$ cat src/rtl/iob_dma_sched.sv
// iob_dma_sched: round-robin scheduler sharing one iob_dma engine between N_REQ
// requesters; programs the DMA config port and reports completion or timeout.
//
// state | meaning
// IDLE  | no descriptor in flight; grant searches cyclically from ptr+1
// CFG   | dma_cfg_valid_o held high with a stable descriptor until accepted
// WAIT  | transfer running; watchdog down-counter armed
// DONE  | one-cycle done pulse (err = timed out) to the granted requester
module iob_dma_sched #(
    parameter int N_REQ     = 4,
    parameter int ADDR_W    = 32,
    parameter int LEN_W     = 32,
    parameter int TIMEOUT_W = 16,
    localparam int IDX_W    = (N_REQ > 1) ? $clog2(N_REQ) : 1
) (
    input  logic                    clk_i,
    input  logic                    arst_i,
    input  logic                    cke_i,
    input  logic                    rst_i,
    input  logic [N_REQ-1:0]        req_valid_i,
    output logic [N_REQ-1:0]        req_ready_o,
    input  logic [N_REQ*ADDR_W-1:0] req_addr_i,
    input  logic [N_REQ*LEN_W-1:0]  req_len_i,
    input  logic [N_REQ-1:0]        req_dir_i,
    output logic [N_REQ-1:0]        done_valid_o,
    output logic                    done_err_o,
    output logic                    dma_cfg_valid_o,
    input  logic                    dma_cfg_ready_i,
    output logic [ADDR_W-1:0]       dma_addr_o,
    output logic [LEN_W-1:0]        dma_len_o,
    output logic                    dma_dir_o,
    output logic [IDX_W-1:0]        dma_if_o,
    input  logic                    dma_done_i,
    output logic                    dma_abort_o,
    output logic                    busy_o
);

    typedef enum logic [1:0] {
        IDLE = 2'd0,
        CFG  = 2'd1,
        WAIT = 2'd2,
        DONE = 2'd3
    } state_t;

    // Loaded on config accept; reaching zero marks the (2**TIMEOUT_W-2)th WAIT cycle.
    localparam logic [TIMEOUT_W-1:0] WD_LOAD = {{(TIMEOUT_W-2){1'b1}}, 2'b01};

    state_t               state_q;
    logic [IDX_W-1:0]     ptr_q;
    logic [IDX_W-1:0]     if_q;
    logic [ADDR_W-1:0]    addr_q;
    logic [LEN_W-1:0]     len_q;
    logic                 dir_q;
    logic                 cfg_valid_q;
    logic [N_REQ-1:0]     done_q;
    logic                 err_q;
    logic [TIMEOUT_W-1:0] wd_q;

    logic                 grant_found;
    logic [IDX_W-1:0]     grant_idx;
    logic [IDX_W-1:0]     cand;
    logic [ADDR_W-1:0]    sel_addr;
    logic [LEN_W-1:0]     sel_len;
    logic                 sel_dir;
    logic                 run;
    logic                 timeout;

    function automatic logic [N_REQ-1:0] onehot(input logic [IDX_W-1:0] idx);
        onehot      = '0;
        onehot[idx] = 1'b1;
    endfunction

    always_comb begin
        grant_found = 1'b0;
        grant_idx   = '0;
        cand        = '0;
        for (int i = 1; i <= N_REQ; i++) begin
            cand = IDX_W'((int'(ptr_q) + i) % N_REQ);
            if (!grant_found && req_valid_i[cand]) begin
                grant_found = 1'b1;
                grant_idx   = cand;
            end
        end
    end

    always_comb begin
        sel_addr = '0;
        sel_len  = '0;
        sel_dir  = 1'b0;
        for (int k = 0; k < N_REQ; k++) begin
            if (grant_idx == IDX_W'(k)) begin
                sel_addr = req_addr_i[k*ADDR_W +: ADDR_W];
                sel_len  = req_len_i[k*LEN_W +: LEN_W];
                sel_dir  = req_dir_i[k];
            end
        end
    end

    // Combinational pulses only fire on enabled, non-reset cycles so they are seen once.
    assign run     = cke_i && !rst_i && !arst_i;
    assign timeout = (state_q == WAIT) && (wd_q == '0) && !dma_done_i;

    assign req_ready_o     = (run && state_q == IDLE && grant_found) ? onehot(grant_idx) : '0;
    assign dma_abort_o     = run && timeout;
    assign done_valid_o    = done_q;
    assign done_err_o      = err_q;
    assign dma_cfg_valid_o = cfg_valid_q;
    assign dma_addr_o      = addr_q;
    assign dma_len_o       = len_q;
    assign dma_dir_o       = dir_q;
    assign dma_if_o        = if_q;
    assign busy_o          = (state_q != IDLE);

    always_ff @(posedge clk_i or posedge arst_i) begin
        if (arst_i) begin
            state_q     <= IDLE;
            ptr_q       <= IDX_W'(N_REQ - 1);
            if_q        <= '0;
            addr_q      <= '0;
            len_q       <= '0;
            dir_q       <= 1'b0;
            cfg_valid_q <= 1'b0;
            done_q      <= '0;
            err_q       <= 1'b0;
            wd_q        <= '0;
        end else if (rst_i) begin
            state_q     <= IDLE;
            ptr_q       <= IDX_W'(N_REQ - 1);
            if_q        <= '0;
            addr_q      <= '0;
            len_q       <= '0;
            dir_q       <= 1'b0;
            cfg_valid_q <= 1'b0;
            done_q      <= '0;
            err_q       <= 1'b0;
            wd_q        <= '0;
        end else if (cke_i) begin
            case (state_q)
                IDLE: begin
                    if (grant_found) begin
                        addr_q <= sel_addr;
                        len_q  <= sel_len;
                        dir_q  <= sel_dir;
                        if_q   <= grant_idx;
                        if (sel_len == '0) begin
                            state_q <= DONE;
                            done_q  <= onehot(grant_idx);
                            err_q   <= 1'b0;
                        end else begin
                            state_q     <= CFG;
                            cfg_valid_q <= 1'b1;
                        end
                    end
                end
                CFG: begin
                    if (dma_cfg_ready_i) begin
                        state_q     <= WAIT;
                        cfg_valid_q <= 1'b0;
                        wd_q        <= WD_LOAD;
                    end
                end
                WAIT: begin
                    if (dma_done_i) begin
                        state_q <= DONE;
                        done_q  <= onehot(if_q);
                        err_q   <= 1'b0;
                    end else if (wd_q == '0) begin
                        state_q <= DONE;
                        done_q  <= onehot(if_q);
                        err_q   <= 1'b1;
                    end else begin
                        wd_q <= wd_q - 1'b1;
                    end
                end
                DONE: begin
                    state_q <= IDLE;
                    done_q  <= '0;
                    err_q   <= 1'b0;
                    ptr_q   <= if_q;
                end
                default: state_q <= IDLE;
            endcase
        end
    end

endmodule

$ cat config.mk
export PLATFORM = sky130hd
export DESIGN_NAME = iob_dma_sched
export DESIGN_NICKNAME = d
export VERILOG_FILES = /design/src/rtl/iob_dma_sched.sv
export SDC_FILE = /design/constraint.sdc
export NUM_CORES = 1
export LEC_CHECK = 0
export ABC_AREA = 0
export CAP_MARGIN = 5
export CORE_MARGIN = 1
export CORE_UTILIZATION = 28
export DETAILED_ROUTE_END_ITERATION = 8
export MAX_ROUTING_LAYER = met4
export PLACE_DENSITY = 0.61
export SETUP_SLACK_MARGIN = 0.4
export SYNTH_ARGS = -nofsm -noshare
export SYNTH_HDL_FRONTEND = slang
export SYNTH_SLANG_ARGS = --single-unit
$ cat constraint.sdc
create_clock -name clk_i -period 7.9 [get_ports clk_i]
set_input_delay 1.58 -clock clk_i [delete_from_list [all_inputs] [get_ports clk_i]]
set_output_delay 1.58 -clock clk_i [all_outputs]
set_load 0.02 [all_outputs]
==> flow_summary.json <==
{
  "fillCellCount": 2395,
  "power_density_nw_per_um2": 166,
  "slowest_stage": "clkdlybuf4s50_1",
  "drive_above_1_share": 0.0335,
  "drt-wirelength-per-cell_um": 19.6,
  "rsz0062_at_grt": "false",
  "worstPathCellList": "clkdlybuf4s50_1 > nand2b_1 > a21bo_4 > nand3_4 > nor4_1 > clkdlybuf4s50_1",
  "maxSlewViolCount": 0,
  "crit_fanout": 60,
  "synthesis.area_um2": 6730,
  "synth_most_common_cell": "nand2_1",
  "cts.clk_slew.worst_paths_ns": 0.07,
  "die_y_um": 157,
  "area_growth_pct": 59.4,
  "crit_arrival_ns": 4.28,
  "cts.htree.levels": 3,
  "whs_path_depth": 2,
  "hold_violations": 0,
  "seq_area_frac_synth": 0.346,
  "syn_avg_cell_area_um2": 7.63,
  "synth-seq-cells": 93,
  "vias": 8002,
  "regArea_um2": 2330,
  "synthTopCellsByCount": "nand2_1 (183), dfrtp_1 (91), clkbuf_1 (74)",
  "final_nets": 1434,
  "port_buffers": 348,
  "grt_max_degree": 117,
  "synth_top_area_share": 0.339,
  "clk_path_buf_depth": 2,
  "antennaDiodeCount": 0,
  "numCtsBuffers": 9,
  "fmax_mhz": 171,
  "synth_edf_count": 0,
  "ioPinCount": 349,
  "r2r_cells": 9,
  "rows": 56,
  "dieArea_um2": 24600,
  "yosysTopAreaCell": "dfrtp_1",
  "antenna_found_initial": 0,
  "cts_tree": "yes",
  "grt_pass1_vias": 7256,
  "gp_routability_congestion": 0.870,
  "run_status": "complete, no violations",
  "drc": 0,
  "fp.coreArea_um2": 23500,
  "wl_um": 29100,
  "dr.first_iter.drc_count": 644,
  "routed_via_density": 5.40,
  "setup_viol": 0,
  "crit_required_ns": 6.32,
  "hold_slack_ns": 0.480,
  "yosysUniqueCellTypes": 44,
  "overflow": 0,
  "hold_class": "flip-flop to flip-flop",
  "multiInputGateArea_um2": 3830,
  "fin_crit_sh": 0.742,
  "critPathMaxStageDelay_ns": 0.65,
  "first_pass_iters": 5,
  "crit_type": "input port to output port",
  "cts.repair.resized": 0,
  "leakage_uw": 0.00451,
  "cts_setup_buffers": 0,
  "syn_inst": 882,
  "ir_worst_vdd_mv": 0.0962,
  "die_x_um": 157,
  "period_needed_ns": 5.86,
  "cts_sinks": 93,
  "fin_worst_skew_ns": 0.0115,
  "start_util": 0.286,
  "tightest_slew_ns": 1.11,
  "timing.max_cap.violations": 0,
  "postSynth.asyncResetShare": 1.00,
  "holdBufCountCts": 0,
  "hpwl_um": 21700,
  "cp_common_cell": "clkdlybuf4s50_1",
  "synth_area_leaders": "dfrtp_1 (34%), nand2_1 (10%), a41o_1 (9.5%)",
  "clock_latency_ns": 0.35,
  "grt_util_all_layers": 0.238,
  "yosys_warnings": 0,
  "detail-route-antenna-nets": 0,
  "relSlewSlack": 0.260,
  "ys.flop_type": "dfrtp_1",
  "critPathLaunchType": "input port",
  "synth_nets": 1157,
  "crit_path_end_kind": "output port",
  "grt_pass1_wl_um": 43200,
  "root_buffer": "clkbuf_16",
  "tns_ns": 0
}
## final timing paths
check	end	start	slack, ns
max	req_ready_o[0]	req_valid_i[3]	2.04
min	dma_len_o[4]$_DFFE_PP0P_	dma_len_o[4]$_DFFE_PP0P_	0.48
max reg2reg	done_valid_o[3]$_DFFE_PP0P_	ptr_q[0]$_DFFE_PP1P_	3.97
min reg2reg	dma_len_o[4]$_DFFE_PP0P_	dma_len_o[4]$_DFFE_PP0P_	0.48
max in group asynchronous	wd_q[10]$_DFFE_PP0P_	arst_i	4.81
min in group asynchronous	dma_addr_o[2]$_DFFE_PP0P_	arst_i	1.88
## metrics by stage
stage	total power [uW]	instances	utilization	area (um^2)	setup slack, ns
floorplan	958	882	-	6730	2.75
global placement	1300	1467	0.441	10400	2.11
detailed placement	1300	1467	0.441	10400	2.06
CTS	1800	1483	0.455	10700	2.08
global route	1880	1483	0.455	10700	1.82
finish	1780	1483	0.455	10700	2.04
## power breakdown
group | internal (uW) | switching (uW)
Combinational | 338 | 383
Sequential | 532 | 42.8
Clock | 282 | 201
Total | 1150 | 627
## cell type report
| cell class | count | share of cell area |
|---|---|---|
| inverter | 67 | 0.0237 |
| clock inverter | 6 | 0.00899 |
| clock buffer | 10 | 0.0214 |
| sequential | 93 | 0.217 |
| multi-input combinational | 627 | 0.357 |
| tap | 319 | 0.0372 |
| timing repair buffer | 361 | 0.334 |
## registers in the layout (all words and copies together), names as in the netlist
| name | cells |
|---|---|
| ptr_q | 2 |
| dma_len_o | 32 |
| dma_addr_o | 32 |
| dma_if_o | 2 |
| done_valid_o | 4 |
| wd_q | 16 |
| dma_cfg_valid_o | 1 |
| state_q | 2 |
| done_err_o | 1 |
| dma_dir_o | 1 |
## critical path, delay by kind of cell
| kind | cells | cell delay [ns] |
|---|---|---|
| AO/OA/AOI/OAI | 1 | 0.60 |
| AND/OR/NAND/NOR | 3 | 0.89 |
| buffers and inverters | 2 | 1.16 |
## routing by layer
metal	global-route usage	share of wire	wire length, um
met1	0.319	0.44	12700
met2	0.373	0.49	14300
met3	0.0377	0.052	1520
met4	0.0593	0.018	525
met5	-	0	0
## layout by cell type, fill, tap and decap left out, types with 2 or more instances in the layout
cell type and n:
o21a_1 3, a32o_1 33, nand2b_1 10, dfrtp_1 91, o21ai_0 35, nor4_1 10
nand2_1 183, bufinv_16 2, a311oi_1 11, and3_1 3, o211ai_1 9, a41o_1 64
a21o_1 2, o41ai_1 2, nor2_1 16, nand3_1 70, buf_4 13, nor3_1 10
a31oi_1 54, nand4_1 4, clkdlybuf4s50_1 348, inv_1 66, clkbuf_16 9, o22ai_1 28
dfstp_2 2, a211oi_1 2, o31ai_1 7, nor3b_1 2, ha_1 5, a211o_1 3
or3_1 8, nand3b_1 4, o2111ai_1 5, a21oi_1 26, or4_1 3
## cells by family (layout without fill, tap and decap cells)
family                   count (synthesis)  in the layout  synth area share
multiplexers                             1              1           0.00149
adder cells (fa/ha/maj)                  5              5           0.00930
flip-flops                              93             93             0.346
AO/OA/AOI/OAI                          293            293             0.330
buffers and inverters                  162            444            0.0951
AND/OR/NAND/NOR                        328            328             0.218
(Power assumes the default switching activity.)
